`src/rtl/alu_mdu_unit.sv`:
```
// alu_mdu_unit: iterative multiply/divide unit with architectural HI/LO.
// Multiplies by shift-add and divides by restoring division over operand
// magnitudes, then applies the sign correction in a final FIX cycle.
module alu_mdu_unit #(
    parameter int WIDTH = 32,
    parameter int CNT_W = $clog2(WIDTH) + 1
) (
    input  logic             CLK,
    input  logic             RST,
    input  logic             Start,
    input  logic [2:0]       ctrl,
    input  logic [5:0]       Funct,
    input  logic [WIDTH-1:0] A,
    input  logic [WIDTH-1:0] B,
    output logic             Busy,
    output logic             Done,
    output logic [WIDTH-1:0] HI,
    output logic [WIDTH-1:0] LO,
    output logic [WIDTH-1:0] Result,
    output logic             Is_MDU
);

    localparam logic [5:0] F_MFHI  = 6'b010000;
    localparam logic [5:0] F_MTHI  = 6'b010001;
    localparam logic [5:0] F_MFLO  = 6'b010010;
    localparam logic [5:0] F_MTLO  = 6'b010011;
    localparam logic [5:0] F_MULT  = 6'b011000;
    localparam logic [5:0] F_MULTU = 6'b011001;
    localparam logic [5:0] F_DIV   = 6'b011010;
    localparam logic [5:0] F_DIVU  = 6'b011011;

    typedef enum logic [1:0] {IDLE, MUL, DIV, FIX} state_t;

    state_t state;
    state_t state_next;

    logic               op_div;
    logic               s_a;
    logic               s_b;
    logic               div_zero;
    logic [WIDTH-1:0]   mag_a;
    logic [WIDTH-1:0]   mag_b;
    logic [2*WIDTH-1:0] acc;
    logic [CNT_W-1:0]   cnt;

    logic               is_rtype;
    logic               f_mul;
    logic               f_div;
    logic               f_move;
    logic               f_signed;
    logic               accept;
    logic               a_neg;
    logic               b_neg;
    logic [WIDTH-1:0]   a_mag;
    logic [WIDTH-1:0]   b_mag;
    logic               last_iter;

    logic [WIDTH:0]     mul_sum;
    logic [WIDTH:0]     div_r;
    logic [WIDTH+1:0]   div_diff;
    logic               div_ok;
    logic [WIDTH-1:0]   div_rem;

    logic [2*WIDTH-1:0] prod_fix;
    logic [WIDTH-1:0]   quo_fix;
    logic [WIDTH-1:0]   rem_fix;
    logic [WIDTH-1:0]   raw_a;

    assign is_rtype = (ctrl == 3'b010);
    assign f_mul    = (Funct == F_MULT) || (Funct == F_MULTU);
    assign f_div    = (Funct == F_DIV)  || (Funct == F_DIVU);
    assign f_move   = (Funct == F_MTHI) || (Funct == F_MTLO);
    assign f_signed = (Funct == F_MULT) || (Funct == F_DIV);
    assign accept   = Start && (state == IDLE) && is_rtype && (f_mul || f_div || f_move);

    // The magnitude of the most negative value wraps to 2^(WIDTH-1), which is
    // exactly right when the register is read as unsigned.
    assign a_neg = f_signed && A[WIDTH-1];
    assign b_neg = f_signed && B[WIDTH-1];
    assign a_mag = a_neg ? -A : A;
    assign b_mag = b_neg ? -B : B;

    assign last_iter = (cnt == CNT_W'(WIDTH - 1));

    // Shift-add step: the multiplier is consumed from mag_b LSB first while the
    // partial product shifts right through acc.
    assign mul_sum = {1'b0, acc[2*WIDTH-1:WIDTH]} + (mag_b[0] ? {1'b0, mag_a} : '0);

    // Restoring step: remainder lives in acc low half, dividend bits shift out
    // of mag_a while quotient bits shift in behind them.
    assign div_r    = {acc[WIDTH-1:0], mag_a[WIDTH-1]};
    assign div_diff = {1'b0, div_r} - {2'b00, mag_b};
    assign div_ok   = ~div_diff[WIDTH+1];
    assign div_rem  = div_ok ? div_diff[WIDTH-1:0] : div_r[WIDTH-1:0];

    // Sign correction; undoing the magnitude on mag_a recovers the raw A.
    assign prod_fix = (s_a ^ s_b) ? -acc : acc;
    assign quo_fix  = (s_a ^ s_b) ? -mag_a : mag_a;
    assign rem_fix  = s_a ? -acc[WIDTH-1:0] : acc[WIDTH-1:0];
    assign raw_a    = s_a ? -mag_a : mag_a;

    assign Busy = (state != IDLE);

    // Decode-side outputs used by the controller and the register write-back.
    always_comb begin
        Result = '0;
        Is_MDU = 1'b0;
        if (Funct == F_MFHI) begin
            Result = HI;
        end else if (Funct == F_MFLO) begin
            Result = LO;
        end
        if (is_rtype && (f_mul || f_div || f_move || Funct == F_MFHI || Funct == F_MFLO)) begin
            Is_MDU = 1'b1;
        end
    end

    // State register.
    always_ff @(posedge CLK) begin
        if (RST) begin
            state <= IDLE;
        end else begin
            state <= state_next;
        end
    end

    // Next-state selection: divide by zero skips straight to FIX.
    always_comb begin
        state_next = state;
        case (state)
            IDLE: begin
                if (accept && f_mul) begin
                    state_next = MUL;
                end else if (accept && f_div) begin
                    state_next = (B == '0) ? FIX : DIV;
                end
            end
            MUL, DIV: begin
                if (last_iter) begin
                    state_next = FIX;
                end
            end
            FIX:     state_next = IDLE;
            default: state_next = IDLE;
        endcase
    end

    // Datapath: operand latch, per-cycle iteration and the HI/LO write-back.
    always_ff @(posedge CLK) begin
        if (RST) begin
            HI       <= '0;
            LO       <= '0;
            Done     <= 1'b0;
            cnt      <= '0;
            acc      <= '0;
            mag_a    <= '0;
            mag_b    <= '0;
            op_div   <= 1'b0;
            s_a      <= 1'b0;
            s_b      <= 1'b0;
            div_zero <= 1'b0;
        end else begin
            Done <= 1'b0;
            case (state)
                IDLE: begin
                    if (accept && Funct == F_MTHI) begin
                        HI   <= A;
                        Done <= 1'b1;
                    end else if (accept && Funct == F_MTLO) begin
                        LO   <= A;
                        Done <= 1'b1;
                    end else if (accept) begin
                        op_div   <= f_div;
                        s_a      <= a_neg;
                        s_b      <= b_neg;
                        div_zero <= (B == '0);
                        mag_a    <= a_mag;
                        mag_b    <= b_mag;
                        cnt      <= '0;
                        acc      <= '0;
                    end
                end
                MUL: begin
                    acc   <= {mul_sum, acc[WIDTH-1:1]};
                    mag_b <= mag_b >> 1;
                    cnt   <= cnt + 1'b1;
                end
                DIV: begin
                    acc[WIDTH-1:0] <= div_rem;
                    mag_a          <= {mag_a[WIDTH-2:0], div_ok};
                    cnt            <= cnt + 1'b1;
                end
                FIX: begin
                    Done <= 1'b1;
                    if (op_div && div_zero) begin
                        HI <= raw_a;
                        LO <= '1;
                    end else if (op_div) begin
                        HI <= rem_fix;
                        LO <= quo_fix;
                    end else begin
                        HI <= prod_fix[2*WIDTH-1:WIDTH];
                        LO <= prod_fix[WIDTH-1:0];
                    end
                end
                default: ;
            endcase
        end
    end

endmodule
```
`config.mk`:
```
export PLATFORM = sky130hd
export DESIGN_NAME = alu_mdu_unit
export DESIGN_NICKNAME = d
export VERILOG_FILES = /design/src/rtl/alu_mdu_unit.sv
export SDC_FILE = /design/constraint.sdc
export NUM_CORES = 1
export LEC_CHECK = 0
export ABC_AREA = 0
export BUFFER_PORTS_ARGS = -buffer_cell sky130_fd_sc_hd__buf_2
export CORE_MARGIN = 2
export CORE_UTILIZATION = 65
export CTS_CLUSTER_DIAMETER = 60
export DETAILED_ROUTE_END_ITERATION = 7
export HOLD_SLACK_MARGIN = 0.03
export PLACE_DENSITY = 0.87
export SETUP_SLACK_MARGIN = 0.05
export SLEW_MARGIN = 10
export SYNTH_ARGS = -nofsm -noshare
export SYNTH_HDL_FRONTEND = slang
export SYNTH_SLANG_ARGS = --single-unit
```
`constraint.sdc`:
```
create_clock -name CLK -period 7.3 [get_ports CLK]
set_input_delay 1.46 -clock CLK [delete_from_list [all_inputs] [get_ports CLK]]
set_output_delay 1.46 -clock CLK [all_outputs]
set_load 0.02 [all_outputs]
```
After elaboration in Yosys (flattened, before gate mapping)
Index checks and enable logic that the tools add are counted.

Word-level logic and storage cells: 126. Register bits: 205. Output and inout port bits: 99. Input port bits: 76.

Equal/unequal tests: 20. Reductions and logical operators: 36. Add/sub/neg operators: 8. Multiplexer cells: 45. Bitwise operators: 4.

Operator list (count): two-way mux 32 bit (22); one-hot mux 32 bit (2 select lines) (5); two-way mux 64 bit (4); negation 32 bit (4); one-hot mux 32 bit (3 select lines) (1); negation 64 bit (1); == test 6 x 5 -> 1 bit (second input constant) (9); subtractor 33 x 32 -> 34 bit (1); adder 32 x 32 -> 33 bit (1); zero test 32 bit (1); AND reduction 4 bit (5); two-way mux 6 bit (3); one-hot mux 6 bit (2 select lines) (1); logical AND 1 bit (11); nonzero test 2 bit (5); logical OR 1 bit (8); adder 6 x 1 -> 6 bit (second input constant) (1); two-way mux 2 bit (3); inequality test 2 x 1 -> 1 bit (second input constant) (3); inequality test 2 bit (second input constant) (3); one-hot mux 2 bit (3 select lines) (1); == test 2 bit (second input constant) (2); two-way mux 1 bit (4); AND reduction 2 bit (2); 10 further kinds (12).

Logic depth before layout (Yosys ltp)
Gate-level depths: netlist of run 1.

Depth after elaboration: 9. Gate-level depth with buffers: 14. Gate-level depth less buffers: 13.

Worst setup path before layout of run 1
No wires, ideal clock.

Path kind: input -> register. Start point: input B[3]. End point: register mag_b[30]. Arrival time: 4098 ps. Path slack: 3087 ps. Cell stages on the path: 7. Required time: 7185 ps. Library setup time: 115 ps. Buffers on the path: 0. Cell sequence: or4_4 or4_4 or4_1 or4_4 o21ai_0 xor2_1 a2111oi_0.

Longest elaborated chain between the ends: 6.

Ends and longest elaborated chain: from (decl) (RTL line 14) `input logic [WIDTH-1:0] B,`; negation 32 bit (RTL line 81) `assign b_mag = b_neg ? -B : B;`; two-way mux 32 bit (RTL line 81); two-way mux 32 bit (RTL line 172) `end else if (accept) begin`; two-way mux 32 bit (RTL line 169) `end else if (accept && Funct == F_MTLO) begin`; two-way mux 32 bit (RTL line 166) `if (accept && Funct == F_MTHI) begin`; one-hot mux 32 bit (2 select lines) (RTL line 164) `case (state)`; to (signal assigned) (RTL line 178) `mag_b <= b_mag;`; to (signal assigned) (RTL line 185) `mag_b <= mag_b >> 1;`; to (decl) (RTL line 42) `logic [WIDTH-1:0] mag_b;`.

Every way passes these cells. The select of a mux whose other input is x is not followed. A chain may end at the register's enable or synchronous reset.

Worst setup path in the final report of run 1
Start point: input Funct[2]. End point: output Result[23].

Longest elaborated chain between the ends: 3. Elaborated cells between the ends (all ways): 4. Those cells by class: eq/ne (2); mux (2).

Ends and longest elaborated chain: from (decl) (RTL line 12) `input logic [5:0] Funct,`; == test 6 x 5 -> 1 bit (RTL line 110) `end else if (Funct == F_MFLO) begin`; two-way mux 32 bit (RTL line 110); two-way mux 32 bit (*) (RTL line 108) `if (Funct == F_MFHI) begin`; to (decl) (RTL line 19) `output logic [WIDTH-1:0] Result,`.

Mark *: on every way between the ends. The rest lies on a longest branch, timed or not.

==> run metrics, run 1 <==
Post-synth EDFFs 0; skew final 0.0167 ns; count of cell types in the netlist 85; Final Hold Fails 0; Non-Filler Instances 2935; post-route antenna net violation count 0; Synth area leaders dfxtp_1 (23%), nand2_1 (7.2%), xnor2_1 (6.2%); most frequent cell after synthesis nand2_1; # rows 60; Final min period approximately 4.6 ns; status finished, violations left; core area ~27000 um2; syn_nets approximately 2.7k; setup bufs post-CTS 0; post-synthesis cell count roughly 2.5k; main flop type after synthesis dfxtp_1; initial core utilization 66.4%; Setup crit start kind input port; synthesized cell area roughly 18000 um2; Mean Syn Cell Area between 7 and 8 um2; mux contribution to synthesized area 3.93%; Via density a little under 7; IO Count between 150 and 200; worst path required time about 5.8 ns; f_max 0.216 GHz; Compound-Gate Fraction of Synth Area about a quarter; Final Power ~3.2 mW; ys async rst share 0%; setup tns final 0 ns; clk root buf clkbuf_16; initial drt markers between 3k and 4k; sequential-to-total area share from yosys stat a little under a quarter; Area Overhead vs Synth 10.3%; CP Class input port to primary output; TritonRoute pass-1 iters 8; Post-Synth Adder-Cell Area approximately 5.4%; Peak supply drop about 0.16 mV; CTS HTree Levels 1; power per cell area roughly 160 nW/um2; nets between 2k and 3k; number of buffers inserted by hold repair at cts 0; failing checks DRC; routability cong. between 0.9 and 1; layout cells sized above 1 11.8%; Max-Cap Viols 0; DIE HEIGHT 170 um; Pins Over Slew Limit 0; worst slew pin tran between 1 and 1.5 ns; Final setup viols 0; PortBufs 174; Post-Place Cells ~2.9k; YS warnings 0; Critical Path Sink Type primary output; CTS Buf Count 26; largest family of logic cells by synthesized area compound AO/OA/AOI/OAI gates; period utilization roughly 63%; hpwl dp about 45000 um; final wirelength between 60000 and 70000 um; arrival time at the worst endpoint ~3.2 ns; post-CTS sizing 0; Via Count 19.9k; Clock Tree Buf Depth 3; Synth area leader dfxtp_1; largest net degree at the start of global routing ~170; CTS tree yes; RSZ-0062 raised after global routing no; die width between 150 and 200 um; worst rel slew slack between 20% and 30%; Clock transition at path regs roughly 0.06 ns; initial antenna violation count 3; Worst Hold Class flip-flop to flip-flop; worst-path maximum fanout 32; vias in the first global route approximately 18k; Simple-Gate Fraction of Synth Area between 20% and 30%; Leak around 8.1 nW; Yosys reg bits around 200; clk sinks approximately 200; post-synth top area share between 20% and 30%; die area 29000 um2; Overall Global Routing Usage about two fifths; routed length per instance between 20 and 25 um; XOR/XNOR share of the synthesized area a little under an eighth; Clock Latency Late Sink between 0.5 and 0.6 ns; grt ovf 0; first-pass GRT wire length ~96000 um; commonest cells in the synthesized netlist nand2_1 (343), nor2_1 (256), dfxtp_1 (205), a21oi_1 (203), clkbuf_1 (170); DRC viols 1
## registers in the layout, summed over array words and instances, names as in the netlist, 2 cells and up
name	cells
HI	32
LO	32
acc	64
cnt	6
mag_a	32
mag_b	32
state	2
## placed cells by master, fill, tap and decap left out, drive strengths merged, types with 8 or more instances in the layout
cell    synthesis  layout
a211oi         19      19
a21o           30      30
a21oi         203     203
a221o           8       8
a22o           20      20
a22oi          29      29
a311oi         27      27
a31oi          39      39
and2           41      41
and3           25      25
buf            29     204
clkbuf        170      33
dfxtp         205     205
ha             74      74
inv            75      78
mux2i          65      65
nand2         343     343
nand2b         10      10
nand3          33      33
nand3b          8       8
nand4          11      11
nor2          256     256
nor2b          12      12
nor3           62      62
nor3b          19      19
nor4           25      25
o211ai         15      15
o21ai         164     164
o221ai         44      44
o22ai          10      10
o31ai          44      44
o41ai           8       8
or2            13      13
or3            25      25
or4            20      20
xnor2         128     128
xor2          109     109
## path summary, 6_finish.rpt
path | startpoint | slack, ns | depth (start not counted) | to
worst min register to register | mag_b[12] | 0.45 | 2 | mag_b[12]
worst max register to register | mag_a[0] | 3.11 | 11 | HI[16]
worst min-delay path | mag_b[12] | 0.45 | 2 | mag_b[12]
worst max-delay path | Funct[2] | 2.67 | 5 | Result[23]
## metrics by stage
| step | cell area, um2 | hold slack (ns) | util (%) | worst slack, ns |
|---|---|---|---|---|
| 5_1_grt | 19800 | 0.470 | 73.2 | 2.43 |
| 3_5_place_dp | 18900 | 0.446 | 69.7 | 2.59 |
| 4_1_cts | 19800 | 0.454 | 73.2 | 2.68 |
| 6_report | 19800 | 0.450 | 73.2 | 2.67 |
| 3_3_place_gp | 18900 | 0.438 | 69.7 | 2.68 |
| 2_1_floorplan | 18000 | 0.432 | - | 3.09 |
## logic make-up after synthesis
family	count (synthesis)
adders and majority gates	76
DFF	205
and+or+nand+nor	918
AOI/OAI and AO/OA	730
xor gates and xnor gates	237
muxes	69
buffers and inverters	274
## routing by layer
metal	vias up	wire, um	track usage (%)
met5	-	0	0
met4	0	2790	17.0
met3	217	8560	10.5
met2	1428	25500	61.0
met1	9184	25100	56.6
li1	9076	-	-
## worst max-delay path: stages
cell and delay [ns]:
buf_2 0.12, nor3b_1 0.35, nand2_1 0.70, nor2_1 0.32
buf_2 0.20
## area by class of cell
class / count / area, um2
clock inverter: 14 / 221
clock buffer: 33 / 738
antenna: 2 / 5.00
inverter: 75 / 282
sequential: 205 / 4110
fill: 2182 / 7250
timing repair buffer: 204 / 1110
multi-input combinational: 2030 / 12900
tap: 372 / 465
## power breakdown
part	leakage (nW)	switching, mW	internal [mW]	total [mW]
combinational	6.01	0.358	0.171	0.529
clock	0.466	0.547	0.896	1.44
sequential	1.65	0.0440	1.16	1.21
(Power assumes the default switching activity.)
==> inputs of run 2 (changes only) <==
--- a/config.mk
+++ b/config.mk
@@ -8,11 +8,11 @@
 export ABC_AREA = 0
 export BUFFER_PORTS_ARGS = -buffer_cell sky130_fd_sc_hd__buf_2
 export CORE_MARGIN = 2
-export CORE_UTILIZATION = 65
+export CORE_UTILIZATION = 61
 export CTS_CLUSTER_DIAMETER = 60
 export DETAILED_ROUTE_END_ITERATION = 7
 export HOLD_SLACK_MARGIN = 0.03
-export PLACE_DENSITY = 0.87
+export PLACE_DENSITY = 0.83
 export SETUP_SLACK_MARGIN = 0.05
 export SLEW_MARGIN = 10
 export SYNTH_ARGS = -nofsm -noshare
==> constraint.sdc (replaced) <==
create_clock -name CLK -period 4.85 [get_ports CLK]
set_input_delay 0.97 -clock CLK [delete_from_list [all_inputs] [get_ports CLK]]
set_output_delay 0.97 -clock CLK [all_outputs]
set_load 0.02 [all_outputs]
==> run 2 against run 1 <==
  * Clock skew decreased by 0.0011 ns
  * First-iteration DRC count is 16% lower
  * Clock-buffer cell count shrank 1
  * Non-clock buffer count rose by 32
  * Critical path depth up 6
  * The run now ends clean
  * Worst hold slack improved by 0.0063 ns
  * Highest routed layer is now met5
  * Largest cell class unchanged
  * Via count decreased by 0.17%
  * Utilization fell by 3.8 points
  * Combinational power rose by 56%
  * Die area rose by 6.4%
==> run metrics, run 2 (same netlist as run 1, synthesis figures left out) <==
f_max roughly 0.24 GHz; HP Start mag_b[12]; Switching Share 30.7% (+0.79 points); CP Class flip-flop to flip-flop; Final setup viols 0 (unchanged); Largest register FFs 64 (unchanged); Clock Latency Late Sink 0.54 ns (about the same); worst-path maximum fanout 8 (-75%); Via density 6.67 (-1.6%); # rows 62 (+3.3%); PortBufs 174 (unchanged); CTS Buf Count 26 (unchanged); CP max stage cell or4b_1; met2 WL post-DR 26800 um (+5.0%); Pins Over Slew Limit 0 (unchanged); power per cell area 234 nW/um2 (+46%); Cell Chain, Critical Path inv_1 > ha_1 > or3b_4 > or4_1 > or4b_1 > nor3_4 > a21oi_1 > xnor2_1 > nor2_1 > nor4_1 > nor4_1; Critical Path Sink Type flip-flop; TritonRoute pass-1 iters 6 (-2); Psw 1.44 mW (+51%); Clock transition at path regs 0.06 ns (about the same); hpwl dp 47800 um (+6.4%); Area Overhead vs Synth 11.4%; DIE HEIGHT 176 um (+3.2%); Via Count 19.9k (-0.17%); Crit. Startpoint acc[0]; layout cells sized above 1 12.8% (+1.1 points); post-CTS sizing 0 (unchanged); die width 176 um (+3.2%); number of buffers inserted by hold repair at cts 0 (unchanged); commonest cells after routing, fill and taps aside nand2_1 (343), nor2_1 (256), dfxtp_1 (203), a21oi_1 (200), buf_2 (173); initial antenna violation count 3 (unchanged); worst slew pin tran 1.28 ns (+0.143 ns); Crit path top cell by count nor4_1; wl on met1 26300 um (+4.6%); largest reg by FF count acc; worst rel slew slack 14.3% (-9.6 points); CTS tree yes; clk root buf clkbuf_16; grt ovf 0 (unchanged); DRC viols 0 (-1); routed length per instance 21.5 um (+1.6%); setup tns final 0 ns (unchanged); setup bufs post-CTS 0 (unchanged); Peak supply drop 0.223 mV (+37%); Final min period a little over 4 ns; arrival time at the worst endpoint 4.49 ns (+1.32 ns); Seq pwr share 38.6% (+0.6 points); Leak 8.28 nW (+1.9%); skew final 0.0156 ns (-0.00107 ns); core area 28900 um2 (+6.5%); status finished, final reports clean; Final Hold Fails 0 (unchanged); worst reg2reg path startpoint acc[0]; Logic pwr share 17.5% (+0.9 points); initial drt markers 2705 (-16%); commonest non-fill, non-tap cell in the layout nand2_1; nets 2726 (+1.2%); vias in the first global route 17.8k (+1.1%); uppermost layer routed met5; CTS HTree Levels 1 (unchanged); Overall Global Routing Usage 40.0% (-1.1 points); routability cong. 1.06 (+5.8%); clk sinks 205 (unchanged); die area 30900 um2 (+6.4%); final wirelength 63900 um (+3.1%); Met3 Routed Length 8310 um (-2.9%); largest net degree at the start of global routing 133 (-20%); first-pass GRT wire length 99600 um (+3.9%); Largest stage delay, worst path 0.74 ns (+0.04 ns); worst hold slack 0.456 ns (+0.00631 ns); Clock Tree Buf Depth 3 (unchanged); RSZ-0062 raised after global routing no; initial core utilization 62.4% (-4.0 points); Max-Cap Viols 0 (unchanged); Worst Hold Class flip-flop to flip-flop; Internal Power 3.25 mW (+46%); Setup crit start kind flip-flop; period utilization between 80% and 90%; IO Count 175 (unchanged); worst path required time 5.24 ns (-0.60 ns); Clock Power Share 43.8% (-1.6 points); post-route antenna net violation count 0 (unchanged)
[run 2: changes by cell type in the layout (fill, tap and decap cells not counted), moves of 2 or more]
cell | previous run | this run
clkinv_2 | 2 | 6
clkinv_4 | 2 | 0
bufinv_16 | 5 | 3
buf_4 | 30 | 61
[run 2: cell type report]
| cell class | count | area (um2) |
|---|---|---|
| Clock inverter | 15 | 176 |
| Tap cell | 384 | 480 |
| Clock buffer | 32 | 724 |
| Timing Repair Buffer | 236 | 1360 |
| Multi-Input combinational cell | 2030 | 12900 |
| Fill cell | 2485 | 8810 |
| Sequential cell | 205 | 4110 |
| Inverter | 75 | 282 |
| Antenna cell | 1 | 2.50 |
[run 2: path summary, 6_finish.rpt]
| check | cells past startpoint | endpoint | slack, ns |
|---|---|---|---|
| hold / removal | 2 | mag_b[12] | 0.46 |
| setup / recovery | 11 | HI[12] | 0.76 |
| setup reg to reg | 11 | HI[12] | 0.76 |
| hold reg to reg | 2 | mag_b[12] | 0.46 |
[run 2: stage by stage]
step | instance area [um2] | utilization [%] | worst slack [ns] | std cells | total power, mW
after floorplan | 18000 | - | 1.13 | 2509 | 2.36
after global placement | 19100 | 66.4 | 0.713 | 2930 | 2.63
after detailed placement | 19100 | 66.4 | 0.695 | 2930 | 2.65
after CTS | 20000 | 69.5 | 0.962 | 2977 | 4.67
after global routing | 20000 | 69.5 | 0.585 | 2977 | 4.83
final | 20100 | 69.5 | 0.759 | 2978 | 4.69
[run 2: layer usage]
metal | vias up | global-route usage [%]
met5 | - | 0
met2 | 1303 | 60.1
li1 | 9137 | -
met4 | 4 | 13.5
met3 | 190 | 9.29
met1 | 9237 | 56.2
[run 2: worst max-delay path: cells and delay by family, from the launching register on]
family / cells / cell delay (ns)
compound gates: 1 / 0.14
buf+inv: 1 / 0.17
flops: 1 / 0.40
simple gates: 7 / 2.61
fa+ha+maj: 1 / 0.21
xor+xnor: 1 / 0.41
[run 2: power by group through the flow]
stage	clock, mW	combinational (mW)	sequential [mW]
after CTS	2.05	0.807	1.81
after global placement	0	0.788	1.84
after floorplan	0	0.464	1.90
final	2.05	0.823	1.81
after detailed placement	0	0.802	1.85
after global routing	2.13	0.888	1.82
